File: src/rtl/mips_pkg.sv
// Shared MIPS pipeline definitions: instruction width, jump opcodes and fetch actions.
package mips_pkg;

    localparam int          INST_W   = 32;
    localparam logic [5:0]  OPC_J    = 6'h02;
    localparam logic [5:0]  OPC_JAL  = 6'h03;
    localparam logic [31:0] NOP_INST = 32'h0000_0000;

    typedef enum logic [2:0] {
        ACT_HALT,
        ACT_FAULT,
        ACT_REDIRECT,
        ACT_STALL,
        ACT_JUMP,
        ACT_SEQ
    } fetch_act_e;

    function automatic logic is_jump(input logic [5:0] opc);
        return (opc == OPC_J) || (opc == OPC_JAL);
    endfunction

endpackage

File: src/rtl/next_pc_sel.sv
// Fetch-stage next-PC priority mux: fault halt, EX redirect, stall, early J/JAL, sequential.
module next_pc_sel
    import mips_pkg::*;
#(
    parameter bit EARLY_JUMP_EN = 1'b1
) (
    input  logic              fault,
    input  logic              redirect_valid,
    input  logic [31:0]       redirect_pc,
    input  logic              stall,
    input  logic [31:0]       pc,
    input  logic [INST_W-1:0] inst,
    output logic [31:0]       pc_next,
    output logic [31:0]       pc_plus4,
    output logic              pc_load,
    output logic              latch,
    output logic              squash,
    output logic              set_fault
);

    fetch_act_e act;

    assign pc_plus4 = pc + 32'd4;

    always_comb begin
        // NOTE: every output gets a default first so no path through the priority chain infers a latch.
        act       = ACT_SEQ;
        pc_next   = pc_plus4;
        pc_load   = 1'b0;
        latch     = 1'b0;
        squash    = 1'b0;
        set_fault = 1'b0;

        if (fault) begin
            act = ACT_HALT;
        end else if (redirect_valid) begin
            act = (redirect_pc[1:0] != 2'b00) ? ACT_FAULT : ACT_REDIRECT;
        end else if (stall) begin
            act = ACT_STALL;
        end else if (EARLY_JUMP_EN && is_jump(inst[31:26])) begin
            act = ACT_JUMP;
        end

        case (act)
            ACT_HALT: begin
                squash = 1'b1;
            end
            ACT_FAULT: begin
                squash    = 1'b1;
                set_fault = 1'b1;
            end
            ACT_REDIRECT: begin
                squash  = 1'b1;
                pc_load = 1'b1;
                pc_next = redirect_pc;
            end
            ACT_JUMP: begin
                // Jump target keeps the top nibble of the delay-slot address.
                pc_load = 1'b1;
                latch   = 1'b1;
                pc_next = {pc_plus4[31:28], inst[25:0], 2'b00};
            end
            ACT_SEQ: begin
                pc_load = 1'b1;
                latch   = 1'b1;
            end
            default: ;
        endcase
    end

endmodule

File: src/rtl/instruction_fetch_unit.sv
// MIPS fetch stage: owns the PC, drives combinational instruction memory and fills the IF/ID register.
module instruction_fetch_unit
    import mips_pkg::*;
#(
    parameter logic [31:0] RESET_PC      = 32'h0000_0000,
    parameter bit          EARLY_JUMP_EN = 1'b1
) (
    input  logic              clk,
    input  logic              reset_n,
    output logic [31:0]       imem_pc,
    input  logic [INST_W-1:0] imem_inst,
    input  logic              stall,
    input  logic              redirect_valid,
    input  logic [31:0]       redirect_pc,
    output logic              if_id_valid,
    output logic [INST_W-1:0] if_id_inst,
    output logic [31:0]       if_id_pc,
    output logic [31:0]       if_id_pc_plus4,
    output logic              fetch_fault,
    output logic [31:0]       fetch_count
);

    logic [31:0] pc_q;
    logic [31:0] pc_next;
    logic [31:0] pc_plus4;
    logic        pc_load;
    logic        latch;
    logic        squash;
    logic        set_fault;

    assign imem_pc = pc_q;

    next_pc_sel #(
        .EARLY_JUMP_EN (EARLY_JUMP_EN)
    ) u_next_pc_sel (
        .fault          (fetch_fault),
        .redirect_valid (redirect_valid),
        .redirect_pc    (redirect_pc),
        .stall          (stall),
        .pc             (pc_q),
        .inst           (imem_inst),
        .pc_next        (pc_next),
        .pc_plus4       (pc_plus4),
        .pc_load        (pc_load),
        .latch          (latch),
        .squash         (squash),
        .set_fault      (set_fault)
    );

    // NOTE: state uses non-blocking assignments so every register samples pre-edge values.
    always_ff @(posedge clk or negedge reset_n) begin
        if (!reset_n) begin
            pc_q           <= RESET_PC;
            if_id_valid    <= 1'b0;
            if_id_inst     <= NOP_INST;
            if_id_pc       <= '0;
            if_id_pc_plus4 <= '0;
            fetch_fault    <= 1'b0;
            fetch_count    <= '0;
        end else begin
            if (pc_load) begin
                pc_q <= pc_next;
            end
            if (set_fault) begin
                fetch_fault <= 1'b1;
            end
            if (squash) begin
                if_id_valid <= 1'b0;
            end else if (latch) begin
                if_id_valid    <= 1'b1;
                if_id_inst     <= imem_inst;
                if_id_pc       <= pc_q;
                if_id_pc_plus4 <= pc_plus4;
                fetch_count    <= fetch_count + 32'd1;
            end
        end
    end

endmodule

File: config.mk
export PLATFORM = sky130hd
export DESIGN_NAME = instruction_fetch_unit
export DESIGN_NICKNAME = d
export VERILOG_FILES = /design/src/rtl/mips_pkg.sv /design/src/rtl/next_pc_sel.sv /design/src/rtl/instruction_fetch_unit.sv
export SDC_FILE = /design/constraint.sdc
export NUM_CORES = 1
export LEC_CHECK = 0
export CAP_MARGIN = 20
export CORE_UTILIZATION = 47
export CTS_CLUSTER_DIAMETER = 50
export CTS_CLUSTER_SIZE = 8
export DETAILED_ROUTE_END_ITERATION = 7
export PLACE_DENSITY = 0.81
export REMOVE_ABC_BUFFERS = 1
export SYNTH_ARGS = -nofsm -noshare
export SYNTH_HDL_FRONTEND = slang
export SYNTH_SLANG_ARGS = --single-unit
export TNS_END_PERCENT = 1
File: constraint.sdc
create_clock -name clk -period 2.6 [get_ports clk]
set_input_delay 0.52 -clock clk [delete_from_list [all_inputs] [get_ports clk]]
set_output_delay 0.52 -clock clk [all_outputs]
set_load 0.005 [all_outputs]
==> summary.txt <==
Synthesis
  • XOR/XNOR share of the synthesized area: 6.957%
  • Fraction of synthesized area in multiplexers: 0%
  • EDFF count, synth: 0
  • Fraction of the yosys area taken by sequential cells: 54.83%
  • Ranking of synthesized cells by instance count: sky130_fd_sc_hd__nand2_1 (252), sky130_fd_sc_hd__dfrtp_1 (160), sky130_fd_sc_hd__o21ai_0 (61), sky130_fd_sc_hd__clkbuf_1 (38), sky130_fd_sc_hd__xnor2_1 (35)
  • Async SR Flop Fraction: 100.0%
  • Post-synthesis cell count: 798
  • Yosys warning total: 0
  • Cell with the most instances after synthesis: sky130_fd_sc_hd__nand2_1
  • Number of different library cells in the post-synthesis netlist: 50
  • Largest family of logic cells by synthesized area: simple AND/OR/NAND/NOR gates
  • Post-Syn Area: 7302 um2
  • Synth area leaders: sky130_fd_sc_hd__dfrtp_1 (55%), sky130_fd_sc_hd__nand2_1 (13%), sky130_fd_sc_hd__xnor2_1 (4.2%)
  • Post-Synthesis Mean Instance Area: 9.150 um2
  • Post-synthesis compound-gate area fraction: 10.13%
  • Cell type contributing the most total cell area after synthesis: sky130_fd_sc_hd__dfrtp_1
  • Simple-gate area share of the yosys netlist: 24.54%
  • Top cell type's share of synthesized area: 54.83%
  • Adder and majority cell fraction of the synthesized area: 0.3427%
  • Most used flip-flop cell after synthesis: sky130_fd_sc_hd__dfrtp_1
  • Number of flip-flops and latches in the synthesized netlist: 160

Floorplan
  • Floorplan die area: 16040 um2
  • Chip height: 126.6 um
  • DIE WIDTH: 126.6 um
  • Core Rows: 45
  • Core Footprint: 15200 um2
  • Number of placed I/O pins: 230
  • Initial standard-cell utilization of the core: 48.03%

Power
  • Tot Pwr: 7.042 mW
  • Static leakage: 4.901 nW
  • VDD IR-drop max: 0.4832 mV
  • Total power density per cell area: 652.5 nW/um2

Timing
  • Clock Skews: 0.01011 ns
  • Final Hold Vio Count: 0
  • Final setup violation count: 0
  • Slew @ Worst Pin: 0.6822 ns
  • Tightest slew margin relative to the limit: 54.35%
  • Setup repair after global routing missed its margin: no
  • Hold WS: 0.03985 ns
  • Post-route setup slack: 0.2644 ns
  • Final sum of negative setup slack: 0 ns
  • Final Cycle Share: 89.83%
  • Post-route minimum period: 2.336 ns
  • Highest Clock Rate: 0.4282 GHz
  • Total count of max-transition violations in the final report: 0

Setup path
  • Setup crit end kind: flip-flop
  • Number of cells on the worst reg-to-reg path: 6
  • Crit Reg-Reg Endpoint: imem_pc[24]$_DFFE_PN0P_
  • Required time of the critical path: 2.91 ns
  • Biggest fanout along the worst timing path: 4
  • Internal reg-to-reg setup slack: 0.30 ns
  • Kind of start point of the critical path: input port
  • Worst EP arrival: 2.65 ns
  • CP Class: input port to flip-flop
  • Reg-to-reg startpoint: imem_pc[2]$_DFFE_PN0P_

Clock tree
  • Quantity of gates resized following cts: 0
  • CTS HTree Levels: 4
  • Postcts setup bufs: 0
  • Buffer cell driving the clock tree root: sky130_fd_sc_hd__clkbuf_16
  • Insertion delay of the later-clocked pin in the worst-skew pair: 0.43 ns
  • Clock tree buffer depth: 2
  • Total clock sinks: 160
  • Clock Pin Slew Worst Setup and Hold Paths: 0.06 ns
  • Clock tree from TritonCTS: built
  • Total clock buffers created by CTS: 17
  • CTS Hold Bufs: 0

Global routing
  • Number of antenna violations at the first check in global routing: 0
  • Global-route layer with the greatest usage: met2
  • Met3 GRT Util: 7.718%
  • Number of global-route vias before repair: 6831
  • Global-route wire length before repair: 36.18 mm
  • Global routing usage on met1: 38.02%
  • Global-route track usage on met2: 46.02%
  • Remaining Overflow, GRT: 0
  • Total routing resource utilization after global routing: 29.14%
  • Maximum number of pins on one net before global-route repair: 71

Drt
  • Number of detailed-routing iterations run before antenna repair: 6
  • Residual DRC count: 0
  • Final Routed Wirelength: 22.36 mm
  • Via Count: 6878
  • Via density per instance: 5.476
  • Routed length per instance: 17.80 um
  • Drt first-iter violations: 474
  • Count of nets left with antenna violations after detail routing: 0

Placed design
  • Placement-stage worst setup slack: -0.1440 ns
  • Sum of net half-perimeters after detailed placement: 16.08 mm
  • Count of port buffers added during placement: 229
  • Inst Count DP: 1224
  • Last weighted congestion value of the routability-driven placer: 0.8592

Layout
  • Number of nets in the final layout: 1125
  • Layout overhead on the synthesized area: 47.81%
  • Layout cell share with drive strength beyond 1: 9.738%
  • Filler Cell Count: 1144
  • Antenna diode instance count: 0
  • Layout Cells excl Fill: 1256

Run
  • Number of max-cap violations: 0

Outcome
  • Result of the run: finished clean

Worst hold path
  • Hold Crit Class: input port to asynchronous set/reset pin
per-stage QoR:
step	cell area, um2	util (%)
2_1_floorplan	7102	-
4_1_cts	10790	71.00
5_1_grt	10790	71.00
3_5_place_dp	10130	66.65
3_3_place_gp	10130	66.65
6_report	10790	71.00
report_power, final:
group          switching (mW)  internal (mW)
registers               0.216           2.75
logic                   0.525          0.761
clock network            1.03           1.76
final cells by class:
type                            instances  area [um2]  area share, %
Tap cell                              188       235.2          2.179
Multi-Input combinational cell        581        3088          28.61
Clock inverter                         13       207.7          1.924
Inverter                                9       33.78         0.3130
Sequential cell                       160        4004          37.10
Timing Repair Buffer                  286        2771          25.68
Clock buffer                           19       452.9          4.197
cells in the final DEF (no fill, tap or decap), types with 3 or more instances in the layout:
cell	count
sky130_fd_sc_hd__clkdlybuf4s50_1	228
sky130_fd_sc_hd__nand2b_1	5
sky130_fd_sc_hd__dfrtp_1	160
sky130_fd_sc_hd__xor2_1	23
sky130_fd_sc_hd__or4_1	3
sky130_fd_sc_hd__a22o_1	3
sky130_fd_sc_hd__a21oi_1	16
sky130_fd_sc_hd__inv_1	9
sky130_fd_sc_hd__and4_1	5
sky130_fd_sc_hd__bufinv_16	5
sky130_fd_sc_hd__o211ai_1	4
sky130_fd_sc_hd__nor3_1	12
sky130_fd_sc_hd__xnor2_1	35
sky130_fd_sc_hd__nand3_1	31
sky130_fd_sc_hd__nand4_1	15
sky130_fd_sc_hd__o22a_1	3
sky130_fd_sc_hd__clkbuf_16	17
sky130_fd_sc_hd__and2_1	4
sky130_fd_sc_hd__nand2_1	252
sky130_fd_sc_hd__nor4_2	3
sky130_fd_sc_hd__o21a_1	3
sky130_fd_sc_hd__nor2_1	32
sky130_fd_sc_hd__a22oi_1	13
sky130_fd_sc_hd__nor4_1	6
sky130_fd_sc_hd__clkinvlp_4	4
sky130_fd_sc_hd__a31oi_1	3
sky130_fd_sc_hd__and3_1	10
sky130_fd_sc_hd__o21ai_0	61
sky130_fd_sc_hd__buf_12	4
sky130_fd_sc_hd__buf_4	53
sky130_fd_sc_hd__or3_1	4
sky130_fd_sc_hd__or4b_2	3
registers in the layout, indices dropped and copies added (netlist names):
signal and count:
if_id_pc_plus4 30, fetch_fault 1, fetch_count 32, imem_pc 32
if_id_valid 1, if_id_pc 32, if_id_inst 32
worst max-delay path, stage by stage:
cell and delay (ns):
sky130_fd_sc_hd__clkdlybuf4s50_1 0.45, sky130_fd_sc_hd__or4b_2 0.76, sky130_fd_sc_hd__o31ai_1 0.45, sky130_fd_sc_hd__buf_4 0.22, sky130_fd_sc_hd__a21oi_1 0.05, sky130_fd_sc_hd__a21oi_1 0.14, sky130_fd_sc_hd__nor2_1 0.06
cells by family (layout without fill, tap and decap cells):
| logic type | after synthesis | in the layout |
|---|---|---|
| adder cells (fa/ha/maj) | 2 | 2 |
| AND/OR/NAND/NOR | 399 | 399 |
| XOR/XNOR | 58 | 58 |
| buffers and inverters | 57 | 327 |
| AO/OA/AOI/OAI | 122 | 122 |
| flip-flops | 160 | 160 |
worst max path at each step:
stage	from	endpoint	slack (ns)	cells past startpoint
6_report	imem_inst[29]	imem_pc[10]$_DFFE_PN0P_	0.26	7
5_1_grt	imem_inst[31]	imem_pc[4]$_DFFE_PN0P_	0.14	7
4_1_cts	imem_inst[29]	imem_pc[4]$_DFFE_PN0P_	0.29	6
3_5_place_dp	imem_inst[29]	imem_pc[10]$_DFFE_PN0P_	-0.14	7
3_3_place_gp	imem_inst[29]	imem_pc[4]$_DFFE_PN0P_	-0.08	6
2_1_floorplan	stall	imem_pc[19]$_DFFE_PN0P_	-3.48	4
per-layer routing:
metal | wire length (um) | vias up
met2 | 10490 | 288
met5 | 0 | -
li1 | - | 3217
met4 | 693 | 0
met1 | 9573 | 3314
met3 | 1598 | 59
(Power assumes the default switching activity.)
